--- config.mk ---
export PLATFORM = sky130hd
export DESIGN_NAME = clause_status_collector_flat
export DESIGN_NICKNAME = d
export VERILOG_FILES = /design/src/rtl/clause_status_collector_if.sv /design/src/rtl/clause_status_collector.sv /design/src/flat_wrapper.sv
export SDC_FILE = /design/constraint.sdc
export NUM_CORES = 1
export LEC_CHECK = 0
export ABC_CLOCK_PERIOD_IN_PS = 11600
export BUFFER_PORTS_ARGS = -buffer_cell sky130_fd_sc_hd__buf_2
export CORE_UTILIZATION = 48
export DETAILED_ROUTE_END_ITERATION = 12
export PLACE_DENSITY = 0.71
export RECOVER_POWER = 50
export SYNTH_ARGS = -nofsm -noshare
export SYNTH_HDL_FRONTEND = slang
export SYNTH_SLANG_ARGS = --single-unit
--- constraint.sdc ---
create_clock -name clk -period 11.6 [get_ports clk]
set_input_delay 2.32 -clock clk [delete_from_list [all_inputs] [get_ports clk]]
set_output_delay 2.32 -clock clk [all_outputs]
set_load 0.02 [all_outputs]
--- src/rtl/clause_status_collector_if.sv ---
// Signal bundle between the clause array / analysis unit and clause_status_collector.
// The collector uses the slave modport; the array/analysis side uses master.
interface clause_status_collector_if #(
    parameter int NUM_C     = 8,
    parameter int WIDTH_LVL = 16,
    parameter int WIDTH_CID = 3
);
    logic                       start_i;
    logic [NUM_C-1:0]           c_valid_i;
    logic [NUM_C-1:0]           csat_drv_i;
    logic [NUM_C-1:0]           imp_drv_i;
    logic [NUM_C-1:0]           conflict_c_drv_i;
    logic [NUM_C*WIDTH_LVL-1:0] cmax_lvl_i;
    logic                       busy_o;
    logic                       result_valid_o;
    logic                       result_ready_i;
    logic                       conflict_o;
    logic [WIDTH_CID-1:0]       conflict_cid_o;
    logic [WIDTH_LVL-1:0]       conflict_lvl_o;
    logic                       all_sat_o;
    logic                       imp_pending_o;
    logic                       apply_analyze_o;
    logic                       done_o;

    modport slave (
        input  start_i, c_valid_i, csat_drv_i, imp_drv_i, conflict_c_drv_i, cmax_lvl_i,
        input  result_ready_i,
        output busy_o, result_valid_o, conflict_o, conflict_cid_o, conflict_lvl_o,
        output all_sat_o, imp_pending_o, apply_analyze_o, done_o
    );

    modport master (
        output start_i, c_valid_i, csat_drv_i, imp_drv_i, conflict_c_drv_i, cmax_lvl_i,
        output result_ready_i,
        input  busy_o, result_valid_o, conflict_o, conflict_cid_o, conflict_lvl_o,
        input  all_sat_o, imp_pending_o, apply_analyze_o, done_o
    );
endinterface

--- src/rtl/clause_status_collector.sv ---
// Collects per-clause terminal-cell drives after a BCP round and reduces them to one result for conflict analysis.
// Optional CLAUSE_COLLECT_STATS_EN adds round/conflict counters (round_cnt_o, conflict_cnt_o).
module clause_status_collector #(
    parameter int NUM_C      = 8,
    parameter int WIDTH_LVL  = 16,
    parameter int WIDTH_CID  = 3,
    parameter int SETTLE_CYC = 2
) (
    input  logic                     clk,
    input  logic                     rst,
    clause_status_collector_if.slave bus
`ifdef CLAUSE_COLLECT_STATS_EN
    ,
    output logic [31:0]              round_cnt_o,
    output logic [31:0]              conflict_cnt_o
`endif
);

    localparam int WIDTH_SET = (SETTLE_CYC > 1) ? $clog2(SETTLE_CYC) : 1;
    localparam logic [WIDTH_SET-1:0] SETTLE_INIT = WIDTH_SET'(SETTLE_CYC - 1);
    localparam logic [WIDTH_CID-1:0] LAST_IDX    = WIDTH_CID'(NUM_C - 1);

    typedef enum logic [2:0] {
        S_IDLE,
        S_SETTLE,
        S_SAMPLE,
        S_SCAN,
        S_REPORT
    } state_t;

    state_t                 r_state;
    state_t                 w_state_nxt;
    logic                   r_start;
    logic [WIDTH_SET-1:0]   r_settle_cnt;
    logic [WIDTH_CID-1:0]   r_idx;

    logic [NUM_C-1:0]       r_valid_snap;
    logic [NUM_C-1:0]       r_csat_snap;
    logic [NUM_C-1:0]       r_imp_snap;
    logic [NUM_C-1:0]       r_conf_snap;
    logic [WIDTH_LVL-1:0]   r_lvl_snap [NUM_C];

    logic                   r_conflict;
    logic [WIDTH_CID-1:0]   r_cid;
    logic [WIDTH_LVL-1:0]   r_lvl;
    logic                   r_all_sat;
    logic                   r_imp_pending;
    logic                   r_done;

    logic                   w_handshake;
    logic                   w_slot_valid;
    logic                   w_slot_csat;
    logic                   w_slot_imp;
    logic                   w_slot_conf;
    logic [WIDTH_LVL-1:0]   w_slot_lvl;

    assign w_handshake  = (r_state == S_REPORT) && bus.result_ready_i;
    assign w_slot_valid = r_valid_snap[r_idx];
    assign w_slot_csat  = r_csat_snap[r_idx];
    assign w_slot_imp   = r_imp_snap[r_idx];
    assign w_slot_conf  = r_conf_snap[r_idx];
    assign w_slot_lvl   = r_lvl_snap[r_idx];

    always_ff @(posedge clk) begin
        if (!rst) begin
            r_state <= S_IDLE;
        end else begin
            r_state <= w_state_nxt;
        end
    end

    // NOTE: every variable assigned in always_comb gets its default first, so no path can infer a latch.
    always_comb begin
        w_state_nxt = r_state;
        case (r_state)
            S_IDLE:   if (r_start) w_state_nxt = S_SETTLE;
            S_SETTLE: if (r_settle_cnt == '0) w_state_nxt = S_SAMPLE;
            S_SAMPLE: w_state_nxt = S_SCAN;
            S_SCAN:   if (r_idx == LAST_IDX) w_state_nxt = S_REPORT;
            S_REPORT: if (bus.result_ready_i) w_state_nxt = S_IDLE;
            default:  w_state_nxt = S_IDLE;
        endcase
    end

    // start_i is registered; only a pulse seen while idle can launch a round.
    always_ff @(posedge clk) begin
        if (!rst) begin
            r_start       <= 1'b0;
            r_settle_cnt  <= '0;
            r_idx         <= '0;
            r_conflict    <= 1'b0;
            r_cid         <= '0;
            r_lvl         <= '0;
            r_all_sat     <= 1'b0;
            r_imp_pending <= 1'b0;
            r_done        <= 1'b0;
        end else begin
            r_start <= bus.start_i && (r_state == S_IDLE);
            r_done  <= w_handshake;
            case (r_state)
                S_IDLE: begin
                    if (r_start) r_settle_cnt <= SETTLE_INIT;
                end
                S_SETTLE: begin
                    if (r_settle_cnt != '0) r_settle_cnt <= r_settle_cnt - 1'b1;
                end
                S_SAMPLE: begin
                    r_conflict    <= 1'b0;
                    r_cid         <= '0;
                    r_lvl         <= '0;
                    r_all_sat     <= 1'b1;
                    r_imp_pending <= 1'b0;
                    r_idx         <= '0;
                end
                S_SCAN: begin
                    if (w_slot_valid) begin
                        if (!w_slot_csat) r_all_sat <= 1'b0;
                        if (w_slot_imp && !w_slot_csat) r_imp_pending <= 1'b1;
                        if (w_slot_conf && !r_conflict) begin
                            r_conflict <= 1'b1;
                            r_cid      <= r_idx;
                            r_lvl      <= w_slot_lvl;
                        end
                    end
                    r_idx <= (r_idx == LAST_IDX) ? '0 : r_idx + 1'b1;
                end
                default: ;
            endcase
        end
    end

    // NOTE: the snapshot is pure data, always written in SAMPLE before SCAN reads it, so it carries no reset.
    always_ff @(posedge clk) begin
        if (r_state == S_SAMPLE) begin
            r_valid_snap <= bus.c_valid_i;
            r_csat_snap  <= bus.csat_drv_i;
            r_imp_snap   <= bus.imp_drv_i;
            r_conf_snap  <= bus.conflict_c_drv_i;
            for (int k = 0; k < NUM_C; k++) begin
                r_lvl_snap[k] <= bus.cmax_lvl_i[k*WIDTH_LVL +: WIDTH_LVL];
            end
        end
    end

    assign bus.busy_o          = (r_state != S_IDLE);
    assign bus.result_valid_o  = (r_state == S_REPORT);
    assign bus.apply_analyze_o = (r_state == S_REPORT) && r_conflict;
    assign bus.conflict_o      = r_conflict;
    assign bus.conflict_cid_o  = r_cid;
    assign bus.conflict_lvl_o  = r_lvl;
    assign bus.all_sat_o       = r_all_sat;
    assign bus.imp_pending_o   = r_imp_pending;
    assign bus.done_o          = r_done;

`ifdef CLAUSE_COLLECT_STATS_EN
    logic [31:0] r_round_cnt;
    logic [31:0] r_conflict_cnt;

    always_ff @(posedge clk) begin
        if (!rst) begin
            r_round_cnt    <= '0;
            r_conflict_cnt <= '0;
        end else if (w_handshake) begin
            r_round_cnt <= r_round_cnt + 32'd1;
            if (r_conflict) r_conflict_cnt <= r_conflict_cnt + 32'd1;
        end
    end

    assign round_cnt_o    = r_round_cnt;
    assign conflict_cnt_o = r_conflict_cnt;
`endif

endmodule

--- src/flat_wrapper.sv ---
// flat-port wrapper written by rule: the top's interface ports become plain ports
module clause_status_collector_flat 
#(
    parameter int NUM_C      = 8,
    parameter int WIDTH_LVL  = 16,
    parameter int WIDTH_CID  = 3,
    parameter int SETTLE_CYC = 2
)
  (clk, rst, bus_start_i, bus_c_valid_i, bus_csat_drv_i, bus_imp_drv_i, bus_conflict_c_drv_i, bus_cmax_lvl_i, bus_result_ready_i, bus_busy_o, bus_result_valid_o, bus_conflict_o, bus_conflict_cid_o, bus_conflict_lvl_o, bus_all_sat_o, bus_imp_pending_o, bus_apply_analyze_o, bus_done_o);
  clause_status_collector_if #(.NUM_C(NUM_C), .WIDTH_LVL(WIDTH_LVL), .WIDTH_CID(WIDTH_CID)) bus_i ();
  input  logic clk;
  input  logic rst;
  input wire logic [$bits(bus_i.start_i)-1:0] bus_start_i;
  input wire logic [$bits(bus_i.c_valid_i)-1:0] bus_c_valid_i;
  input wire logic [$bits(bus_i.csat_drv_i)-1:0] bus_csat_drv_i;
  input wire logic [$bits(bus_i.imp_drv_i)-1:0] bus_imp_drv_i;
  input wire logic [$bits(bus_i.conflict_c_drv_i)-1:0] bus_conflict_c_drv_i;
  input wire logic [$bits(bus_i.cmax_lvl_i)-1:0] bus_cmax_lvl_i;
  input wire logic [$bits(bus_i.result_ready_i)-1:0] bus_result_ready_i;
  output wire logic [$bits(bus_i.busy_o)-1:0] bus_busy_o;
  output wire logic [$bits(bus_i.result_valid_o)-1:0] bus_result_valid_o;
  output wire logic [$bits(bus_i.conflict_o)-1:0] bus_conflict_o;
  output wire logic [$bits(bus_i.conflict_cid_o)-1:0] bus_conflict_cid_o;
  output wire logic [$bits(bus_i.conflict_lvl_o)-1:0] bus_conflict_lvl_o;
  output wire logic [$bits(bus_i.all_sat_o)-1:0] bus_all_sat_o;
  output wire logic [$bits(bus_i.imp_pending_o)-1:0] bus_imp_pending_o;
  output wire logic [$bits(bus_i.apply_analyze_o)-1:0] bus_apply_analyze_o;
  output wire logic [$bits(bus_i.done_o)-1:0] bus_done_o;
  assign bus_i.start_i = bus_start_i;
  assign bus_i.c_valid_i = bus_c_valid_i;
  assign bus_i.csat_drv_i = bus_csat_drv_i;
  assign bus_i.imp_drv_i = bus_imp_drv_i;
  assign bus_i.conflict_c_drv_i = bus_conflict_c_drv_i;
  assign bus_i.cmax_lvl_i = bus_cmax_lvl_i;
  assign bus_i.result_ready_i = bus_result_ready_i;
  assign bus_busy_o = bus_i.busy_o;
  assign bus_result_valid_o = bus_i.result_valid_o;
  assign bus_conflict_o = bus_i.conflict_o;
  assign bus_conflict_cid_o = bus_i.conflict_cid_o;
  assign bus_conflict_lvl_o = bus_i.conflict_lvl_o;
  assign bus_all_sat_o = bus_i.all_sat_o;
  assign bus_imp_pending_o = bus_i.imp_pending_o;
  assign bus_apply_analyze_o = bus_i.apply_analyze_o;
  assign bus_done_o = bus_i.done_o;
  clause_status_collector #(.NUM_C(NUM_C), .WIDTH_LVL(WIDTH_LVL), .WIDTH_CID(WIDTH_CID), .SETTLE_CYC(SETTLE_CYC)) u_core (.clk(clk), .rst(rst), .bus(bus_i));
endmodule
==> impl_metrics.tcl, run 1 <==
set metrics [dict create \
    status "finished with violations" \
    violations "max-capacitance violations, max-slew violations" \
    synth.ff_latch_count 194 \
    post_drt_wl_per_cell_um 18.3 \
    place.port_buffers 189 \
    h-tree-depth 4 \
    worstSetupPathType "reg -> reg" \
    finalHoldViolCount 0 \
    die_h_um 126 \
    fin_nets 748 \
    num_io_pins 190 \
    globalplace.congestion 0.765 \
    slowest_stage "nor2_1" \
    firstDrtPassIters 4 \
    async_reset_ff_share_pct 0 \
    final_common_cell "buf_2" \
    power_frac_seq_pct 54.5 \
    synth_nets 558 \
    start_kind "flip-flop" \
    synth_area_sq_mm 0.00742 \
    syn_to_final_growth_pct 21.7 \
    p_per_area_mw_per_mm2 177 \
    via_count 4106 \
    peakVddDrop_mv 0.111 \
    clkPwrFrac_pct 35.8 \
    combinationalPowerShare_pct 9.7 \
    synth-edff-count 160 \
    cts-hold-fix-buffers 0 \
    p_switching_mw 0.366 \
    ys_seq_area_share_pct 73.9 \
    fmax_mhz 237 \
    switching_share_pct 22.9 \
    crit_chain "nand2b_1, nor2_1, buf_4, nor2_2, nand2_1, mux2i_1" \
    r2r_setup_slack_ps 7380 \
    path_clk_slew_ps 70 \
    slew_headroom_pct -38.6 \
    antenna_left 0 \
    dp_hpwl_um 9670 \
    cts-root-buf "clkbuf_16" \
    grt_pass1_vias 4260 \
    maxCapViolCount 1 \
    numClockSinks 194 \
    clockBufferDepth 2 \
    grt_pass1_wl_um 22400 \
    n_antenna_cell 0 \
    grt-ovfl-total 0 \
    setup_viol 0 \
    hold_path_class "reg -> reg" \
    synth_warnings 0 \
    antenna_found_initial 0 \
    fin_ws_ps 7380 \
    layout_common_cells "buf_2 (182), edfxtp_1 (160), nand2_1 (45), mux4_2 (37), dfxtp_1 (32)" \
    rows 45 \
    netlist.area_leader.share_pct 64.7 \
    p_leak_nw 3.26 \
    numCtsBuffers 17 \
    grtUsageTotal_pct 19.2 \
    worstMarginPinSlew_ps 2070 \
    drt_iter0_markers 246 \
    maxSlewViolCount 28 \
    intPower_mw 1.24 \
    postCtsSetupRepairBufs 0 \
    drive_gt1_share_pct 46.2 \
    grt_start_max_net_pins 80 \
    cp.arrival_ps 4510 \
    synth_cell_types 38 \
    drcViolationCount 0 \
    syn_area_per_cell_sq_um 18.9 \
    synth_top_area_cell "edfxtp_1" \
    max_stage_delay_ps 1610 \
    initial_core_util_pct 49.0 \
    viasPerCell 5.24 \
    cts_tree "built" \
    die_w_um 126 \
    syn_inst 392 \
    tns_ps 0 \
    wl_um 14300 \
    required_ps 11890 \
    crit_path_end_kind "flip-flop" \
    finClkSkew_ps 7.75 \
    rsz0062_at_grt "no" \
    yosys-top-cells-area "edfxtp_1 (65%), mux4_2 (11%), dfxtp_1 (9.2%)" \
    critPathMaxFanout 79 \
    ys.flop_type "edfxtp_1" \
    cts_resized 0 \
    fin_crit_ps 4220 \
    coreArea_sq_mm 0.0151 \
    hold_slack_ps 450 \
    clk_latency_ps 430 \
    place_ws_ps 7780 \
    die-area_sq_mm 0.0160 \
    fin_crit_sh_pct 36.4 \
]
[cell usage after synthesis (all sizes together), types with 2 or more instances]
master  instances
nand2b          3
nor3            6
clkbuf          7
mux2           17
nand2          45
dfxtp          34
inv             2
nor2           11
ha              2
nand3           3
a21oi           6
nand3b          2
mux2i          25
edfxtp        160
and3            2
mux4           37
a211oi          2
buf            13
[per-layer routing]
layer | track usage [%] | share of wire, %
met1 | 23.4 | 41
met2 | 31.6 | 50
met3 | 6.28 | 7.2
met4 | 7.80 | 2.3
met5 | 0 | 0
[registers in the layout, indices dropped and copies added (netlist names), named ones only]
name	count
u_core.r_imp_snap	8
u_core.bus.conflict_lvl_o	16
u_core.bus.all_sat_o	1
u_core.bus.done_o	1
u_core.r_idx	3
u_core.r_lvl_snap	128
u_core.bus.conflict_o	1
u_core.r_settle_cnt	1
u_core.r_csat_snap	8
u_core.r_start	1
u_core.bus.conflict_cid_o	3
u_core.r_state	3
u_core.bus.imp_pending_o	1
u_core.r_valid_snap	8
u_core.r_conf_snap	8
[metrics by stage]
| step | power (mW) | instances | util (%) | area [sq um] |
|---|---|---|---|---|
| final | 1.60 | 783 | 59.7 | 9040 |
| after global routing | 1.66 | 783 | 59.7 | 9040 |
| after CTS | 1.62 | 783 | 59.8 | 9050 |
| after detailed placement | 1.05 | 751 | 56.0 | 8470 |
| after global placement | 1.04 | 751 | 56.0 | 8470 |
| after floorplan | 1.01 | 392 | - | 7420 |
[cells by family (layout without fill, tap and decap cells)]
| kind of cell | count (synthesis) | count (layout) | synth area share, % |
|---|---|---|---|
| AOI/OAI and AO/OA | 16 | 16 | 1.43 |
| adders and majority gates | 2 | 2 | 0.337 |
| buffers and inverters | 23 | 226 | 2.44 |
| DFF | 194 | 194 | 73.9 |
| muxes | 79 | 79 | 17.2 |
| and+or+nand+nor | 78 | 78 | 4.74 |
[worst max-delay path, delay by kind of cell (launching register included)]
family	cells	cell delay [ps]
multiplexers	1	90
AND/OR/NAND/NOR	4	2510
flip-flops	1	530
buffers and inverters	1	930
[layout make-up]
cell class	count	area, sq um
Sequential cell	194	5490
Fill cell	1151	6110
Tap cell	188	235
Clock inverter	15	154
Timing Repair Buffer	192	960
Inverter	2	7.51
Clock buffer	17	425
Multi-Input combinational cell	175	1770
[worst paths after layout]
check	endpoint	startpoint	cells after the start
worst max-delay path	u_core.bus.conflict_cid_o[0]$_SDFFE_PN0P_	u_core.r_state[1]$_SDFFE_PN0P_	6
worst min register to register	u_core.bus.imp_pending_o$_SDFFE_PN0P_	u_core.bus.imp_pending_o$_SDFFE_PN0P_	2
worst min-delay path	u_core.bus.imp_pending_o$_SDFFE_PN0P_	u_core.bus.imp_pending_o$_SDFFE_PN0P_	2
worst max register to register	u_core.bus.conflict_cid_o[0]$_SDFFE_PN0P_	u_core.r_state[1]$_SDFFE_PN0P_	6
[power by group through the flow]
stage	logic, mW	clock network, mW	registers (mW)
floorplan	0.111	0	0.899
global placement	0.153	0	0.884
detailed placement	0.158	0	0.890
CTS	0.159	0.585	0.874
global route	0.170	0.615	0.880
finish	0.155	0.573	0.873
Note: power is estimated with default switching activity, not from simulation.
==> run 2: changes to the inputs <==
--- a/config.mk
+++ b/config.mk
@@ -5,7 +5,8 @@
 export SDC_FILE = /design/constraint.sdc
 export NUM_CORES = 1
 export LEC_CHECK = 0
-export ABC_CLOCK_PERIOD_IN_PS = 11600
+export ABC_AREA = 1
+export ABC_CLOCK_PERIOD_IN_PS = 3900
 export BUFFER_PORTS_ARGS = -buffer_cell sky130_fd_sc_hd__buf_2
 export CORE_UTILIZATION = 48
 export DETAILED_ROUTE_END_ITERATION = 12
==> constraint.sdc (replaced) <==
create_clock -name clk -period 3.9 [get_ports clk]
set_input_delay 0.78 -clock clk [delete_from_list [all_inputs] [get_ports clk]]
set_output_delay 0.78 -clock clk [all_outputs]
set_load 0.02 [all_outputs]
==> run 2 against run 1 <==
Net effect: critical endpoint is now u_core.bus.conflict_lvl_o[4]$_SDFFE_PN0P_; sequential share of layout area fell by 2.3 points; synthesized cell count is 82% higher; the run now ends clean; via count is 35% higher; sequential cell count did not move; first-iteration DRC count increased by 100%; cell area is 3.9% higher; sequential power rose to 2.8 times the previous value.
==> impl_metrics.tcl, run 2 <==
set metrics [dict create \
    final_common_cell "edfxtp_1" \
    slowest_stage "dfxtp_1" \
    numClockSinks 194 \
    firstDrtPassIters 6 \
    cts_resized 0 \
    netlist.area_leader.share_pct 61.5 \
    syn_to_final_growth_pct 20.2 \
    post_drt_wl_per_cell_um 16.1 \
    syn_area_per_cell_sq_um 11.0 \
    p_leak_nw 3.62 \
    grt-busiest-layer "met2" \
    rsz0062_at_grt "no" \
    hp-start "u_core.bus.all_sat_o$_SDFFE_PN0P_" \
    postCtsSetupRepairBufs 0 \
    antenna_found_initial 0 \
    grt-ovfl-total 0 \
    intPower_mw 3.48 \
    numCtsBuffers 17 \
    die_h_um 130 \
    yosys-top-cells-area "edfxtp_1 (62%), dfxtp_1 (8.7%), nand2_1 (6.9%)" \
    cp.arrival_ps 2690 \
    required_ps 4230 \
    synth_area_sq_mm 0.00781 \
    status "complete, no violations" \
    crit_chain "inv_2, nand2_1, nand3_1, nand3_1, nand3_2, nand2_2, nand3_1, nand2_1, nor2_1" \
    cp_top_family "simple AND/OR/NAND/NOR gates" \
    r2r_start "u_core.r_idx[0]$_SDFFE_PN0P_" \
    p_per_area_mw_per_mm2 486 \
    synth_cell_types 24 \
    place.port_buffers 189 \
    finClkSkew_ps 10.0 \
    synth-xor-area-share_pct 0 \
    num_io_pins 190 \
    grtUsageTotal_pct 22.2 \
    critPathMaxFanout 38 \
    cp_num_buf_inv 1 \
    via_count 5540 \
    async_reset_ff_share_pct 0 \
    fin_nets 1053 \
    clkPwrFrac_pct 39.3 \
    worstMarginPinSlew_ps 1140 \
    layout_common_cells "edfxtp_1 (160), buf_2 (148), nand2_1 (143), nor2_1 (128), nand3_1 (77)" \
    grt_pass1_vias 5176 \
    grtUsageMet2_pct 35.0 \
    cpMostUsedCell "nand3_1" \
    synth_common_cells "edfxtp_1 (160), nand2_1 (143), nor2_1 (128), nand3_1 (77), o21ai_0 (54)" \
    maxCapViolCount 0 \
    fin_crit_ps 2360 \
    synth-edff-count 160 \
    antenna_left 0 \
    fin_crit_sh_pct 60.4 \
    clockBufferDepth 2 \
    grt_pass1_wl_um 26900 \
    cts-root-buf "clkbuf_16" \
    wl_um 17900 \
    synth_nets 878 \
    rows 46 \
    peakVddDrop_mv 0.327 \
    cts-hold-fix-buffers 0 \
    postLayoutCoreUtil_pct 59.1 \
    start_kind "flip-flop" \
    hold_path_class "reg -> reg" \
    n_antenna_cell 0 \
    met3_usage_pct 5.12 \
    viasPerCell 4.96 \
    largest_reg_flops 128 \
    fmax_mhz 424 \
    drt_iter0_markers 500 \
    ys.flop_type "edfxtp_1" \
    switching_share_pct 23.8 \
    syn_inst 712 \
    synth.ff_latch_count 194 \
    synth_top_area_cell "edfxtp_1" \
    slew_headroom_pct 23.7 \
    synth_top_family_by_area "simple AND/OR/NAND/NOR gates" \
    drcViolationCount 0 \
    drive_gt1_share_pct 22.2 \
    synth_adder_area_share_pct 0.320 \
    initial_core_util_pct 49.2 \
    crit_path_end_kind "flip-flop" \
    muxShareOfSynthArea_pct 0 \
    finalHoldViolCount 0 \
    die-area_sq_mm 0.0168 \
    h-tree-depth 4 \
    die_w_um 130 \
    synth_warnings 0 \
    maxSlewViolCount 0 \
    max_stage_delay_ps 760 \
    worstSetupPathType "reg -> reg" \
    dp_hpwl_um 12100 \
    crit_start "u_core.r_idx[0]$_SDFFE_PN0P_" \
    p_switching_mw 1.09 \
    globalplace.congestion 0.769 \
    use_met1_pct 29.7 \
    yosys.area_share.simple_pct 19.4 \
    tns_ps 0 \
    clk_latency_ps 440 \
    regMostFlops "u_core.r_lvl_snap" \
    yosysMostFrequentCell "edfxtp_1" \
    path_clk_slew_ps 70 \
    synth-compound-area-share_pct 5.51 \
    combinationalPowerShare_pct 7.9 \
    setup_viol 0 \
    ys_seq_area_share_pct 70.2 \
    power_frac_seq_pct 52.8 \
    coreArea_sq_mm 0.0159 \
    cts_tree "built" \
    grt_start_max_net_pins 91 \
]
==> run 2: cell count changes after synthesis, moves of 9 or more <==
cell	delta
nand3_1	+74
buf_2	+9
a21oi_1	+23
mux2_2	-17
o21ai_0	+53
mux2i_1	-25
nor2_1	+117
mux4_2	-37
inv_1	+25
nand2_1	+98
==> run 2: worst reg2reg max path: cells and delay by family, from the launching register on <==
family        cells  cell delay [ps]
buf+inv           1              260
simple gates      8             1240
flops             1              760
==> run 2: path summary, 6_finish.rpt <==
check	to	slack, ps	depth (start not counted)
hold / removal	u_core.bus.all_sat_o$_SDFFE_PN0P_	460	2
setup / recovery	u_core.bus.conflict_lvl_o[4]$_SDFFE_PN0P_	1540	9
setup reg to reg	u_core.bus.conflict_lvl_o[4]$_SDFFE_PN0P_	1540	9
hold reg to reg	u_core.bus.all_sat_o$_SDFFE_PN0P_	460	2
==> run 2: power groups by stage <==
stage	Clock [mW]	Sequential [mW]	Combinational, mW
after floorplan	0	2.48	0.190
after global placement	0	2.45	0.367
after detailed placement	0	2.46	0.371
after CTS	1.82	2.41	0.372
after global routing	1.90	2.42	0.403
final	1.79	2.41	0.362
==> run 2: through the flow <==
| step | setup slack (ps) | hold WS [ps] | instance area [sq um] | power (mW) | instances |
|---|---|---|---|---|---|
| final | 1540 | 460 | 9390 | 4.57 | 1116 |
| after global routing | 1240 | 495 | 9390 | 4.73 | 1116 |
| after CTS | 1570 | 461 | 9440 | 4.60 | 1116 |
| after detailed placement | 1560 | 446 | 8830 | 2.83 | 1084 |
| after global placement | 1670 | 440 | 8830 | 2.82 | 1084 |
| after floorplan | 507 | 440 | 7820 | 2.67 | 712 |
==> run 2: area by class of cell <==
type	instances	area, sq um
well taps	216	270
inverters	29	113
multi-input cells	451	1970
clock buffers	18	429
repair buffers	194	932
fillers	1372	6490
clock inverters	14	185
flip-flops and latches	194	5490
==> run 2: kinds of logic after synthesis <==
kind of cell | Yosys count
compound gates | 86
flops | 194
simple gates | 363
buf+inv | 67
fa+ha+maj | 2
==> run 2: routing by layer <==
layer	part of all wire [%]	routed length [um]	vias up
met1	45	8110	2551
li1	-	-	2779
met4	1.8	325	0
met3	6.0	1070	22
met2	47	8400	188
met5	0	0	-
==> run 3: changes to the inputs <==
--- a/config.mk
+++ b/config.mk
@@ -6,7 +6,7 @@
 export NUM_CORES = 1
 export LEC_CHECK = 0
 export ABC_AREA = 1
-export ABC_CLOCK_PERIOD_IN_PS = 3900
+export ABC_CLOCK_PERIOD_IN_PS = 2400
 export BUFFER_PORTS_ARGS = -buffer_cell sky130_fd_sc_hd__buf_2
 export CORE_UTILIZATION = 48
 export DETAILED_ROUTE_END_ITERATION = 12
==> constraint.sdc (replaced) <==
create_clock -name clk -period 2.4 [get_ports clk]
set_input_delay 0.48 -clock clk [delete_from_list [all_inputs] [get_ports clk]]
set_output_delay 0.48 -clock clk [all_outputs]
set_load 0.02 [all_outputs]
==> run 3 against run 2 <==
Net effect: sequential share of layout area fell by 0.55 points; cell area rose by 0.97%; clock skew is essentially flat; worst setup slack got worse by 1300 ps; highest routed layer unchanged; non-clock buffer count up 7; total power grew 62%; clock-buffer cell count grew 1; combinational power increased by 69%; routed wire length increased by 0.49%; final cell count up 0.63%; largest power group unchanged; first-iteration DRC count fell by 0.80%.
==> impl_metrics.tcl, run 3 (synthesized netlist as in run 2, its figures left out) <==
set metrics [dict create \
    status "complete, no violations" \
    maxSlewViolCount 0 \
    setup_viol 0 \
    postLayoutCoreUtil_pct 59.7 \
    rsz0062_at_grt "no" \
    clkPwrFrac_pct 38.6 \
    holdPathStages 1 \
    cts_resized 0 \
    start_kind "flip-flop" \
    fin_cells 1123 \
    die_w_um 130 \
    dp_hpwl_um 12300 \
    antenna_left 0 \
    hold_path_class "in -> reg" \
    slowest_stage "clkinvlp_2" \
    fin_crit_sh_pct 88.6 \
    peakVddDrop_mv 0.519 \
    grt_pass1_vias 5469 \
    crit_chain "nor2_1, nand2_4, clkinvlp_2, buf_4" \
    slew_headroom_pct 30.4 \
    fin_area_sq_mm 0.00948 \
    ff2ff_path_depth 4 \
    place_area_sq_mm 0.00895 \
    rows 46 \
    via_count 5661 \
    design_power_total_mw 7.38 \
    power_frac_seq_pct 53.1 \
    numClockSinks 194 \
    fin_nets 1060 \
    n_antenna_cell 0 \
    die-area_sq_mm 0.0168 \
    switching_share_pct 22.5 \
    hold_slack_ps 222 \
    grt_start_max_net_pins 65 \
    tns_ps 0 \
    largest_reg_flops 128 \
    clk_latency_ps 430 \
    place_ws_ps 432 \
    finalHoldViolCount 0 \
    finClkSkew_ps 10.4 \
    syn_to_final_growth_pct 21.4 \
    path_depth 4 \
    cp.arrival_ps 2270 \
    wl_um 18000 \
    fin_ws_ps 273 \
    critPathMaxFanout 27 \
    p_leak_nw 3.68 \
    numCtsBuffers 17 \
    grtUsageTotal_pct 22.6 \
    final_common_cell "edfxtp_1" \
    cts-hold-fix-buffers 0 \
    max_stage_delay_ps 680 \
    path_clk_slew_ps 70 \
    cts-root-buf "clkbuf_16" \
    postCtsSetupRepairBufs 0 \
    crit_path_end_kind "flip-flop" \
    cp_top_family "buffers and inverters" \
    fmax_mhz 470 \
    place.port_buffers 189 \
    required_ps 2540 \
    maxCapViolCount 0 \
    placed_cells 1091 \
    globalplace.congestion 0.769 \
    fin_crit_ps 2130 \
    drcViolationCount 0 \
    coreArea_sq_mm 0.0159 \
    initial_core_util_pct 49.2 \
    grt-ovfl-total 0 \
    die_h_um 130 \
    combinationalPowerShare_pct 8.3 \
    grt_pass1_wl_um 27800 \
    viasPerCell 5.04 \
    intPower_mw 5.72 \
    cts_tree "built" \
    worstSetupPathType "reg -> reg" \
    antenna_found_initial 0 \
    post_drt_wl_per_cell_um 16.0 \
    h-tree-depth 4 \
    regMostFlops "u_core.r_lvl_snap" \
    firstDrtPassIters 4 \
    drt_iter0_markers 496 \
    drive_gt1_share_pct 23.3 \
    worstMarginPinSlew_ps 1040 \
    cp_num_buf_inv 2 \
    layout_common_cells "edfxtp_1 (160), buf_2 (152), nand2_1 (142), nor2_1 (129), nand3_1 (77)" \
    p_per_area_mw_per_mm2 778 \
    p_switching_mw 1.66 \
    num_io_pins 190 \
    clockBufferDepth 2 \
]
## run 3: changes by cell type in the layout (fill, tap and decap cells not counted), moves of 3 or more
cell,change
buf_4,+3
buf_2,+4
inv_6,-3
buf_12,+4
inv_8,-4
## run 3: path summary, 6_finish.rpt
check                                              from                                    end  slack, ps
setup / recovery         u_core.r_state[0]$_SDFFE_PN0P_      u_core.r_lvl_snap[7][2]$_DFFE_PP_        270
hold / removal                       bus_cmax_lvl_i[17]      u_core.r_lvl_snap[1][1]$_DFFE_PP_        220
setup reg to reg         u_core.r_state[0]$_SDFFE_PN0P_      u_core.r_lvl_snap[7][2]$_DFFE_PP_        270
hold reg to reg   u_core.bus.imp_pending_o$_SDFFE_PN0P_  u_core.bus.imp_pending_o$_SDFFE_PN0P_        460
## run 3: area by class of cell
type	count	area [sq um]
flip-flops and latches	194	5490
clock inverters	13	161
inverters	29	110
fillers	1326	6400
multi-input cells	451	1980
repair buffers	201	1040
well taps	216	270
clock buffers	19	433
## run 3: power groups by stage
| stage | logic (mW) | clock network [mW] | registers, mW |
|---|---|---|---|
| after floorplan | 0.313 | 0 | 4.04 |
| after global placement | 0.621 | 0 | 3.98 |
| after detailed placement | 0.630 | 0 | 3.99 |
| after CTS | 0.632 | 2.90 | 3.92 |
| after global routing | 0.687 | 3.01 | 3.93 |
| final | 0.613 | 2.85 | 3.91 |
## run 3: metal layers
| layer | global-route usage, % | vias to the layer above | share of wire, % |
|---|---|---|---|
| met5 | 0 | - | 0 |
| met1 | 30.2 | 2639 | 44 |
| li1 | - | 2794 | - |
| met3 | 4.05 | 32 | 5.6 |
| met2 | 36.3 | 196 | 48 |
| met4 | 10.1 | 0 | 2.6 |
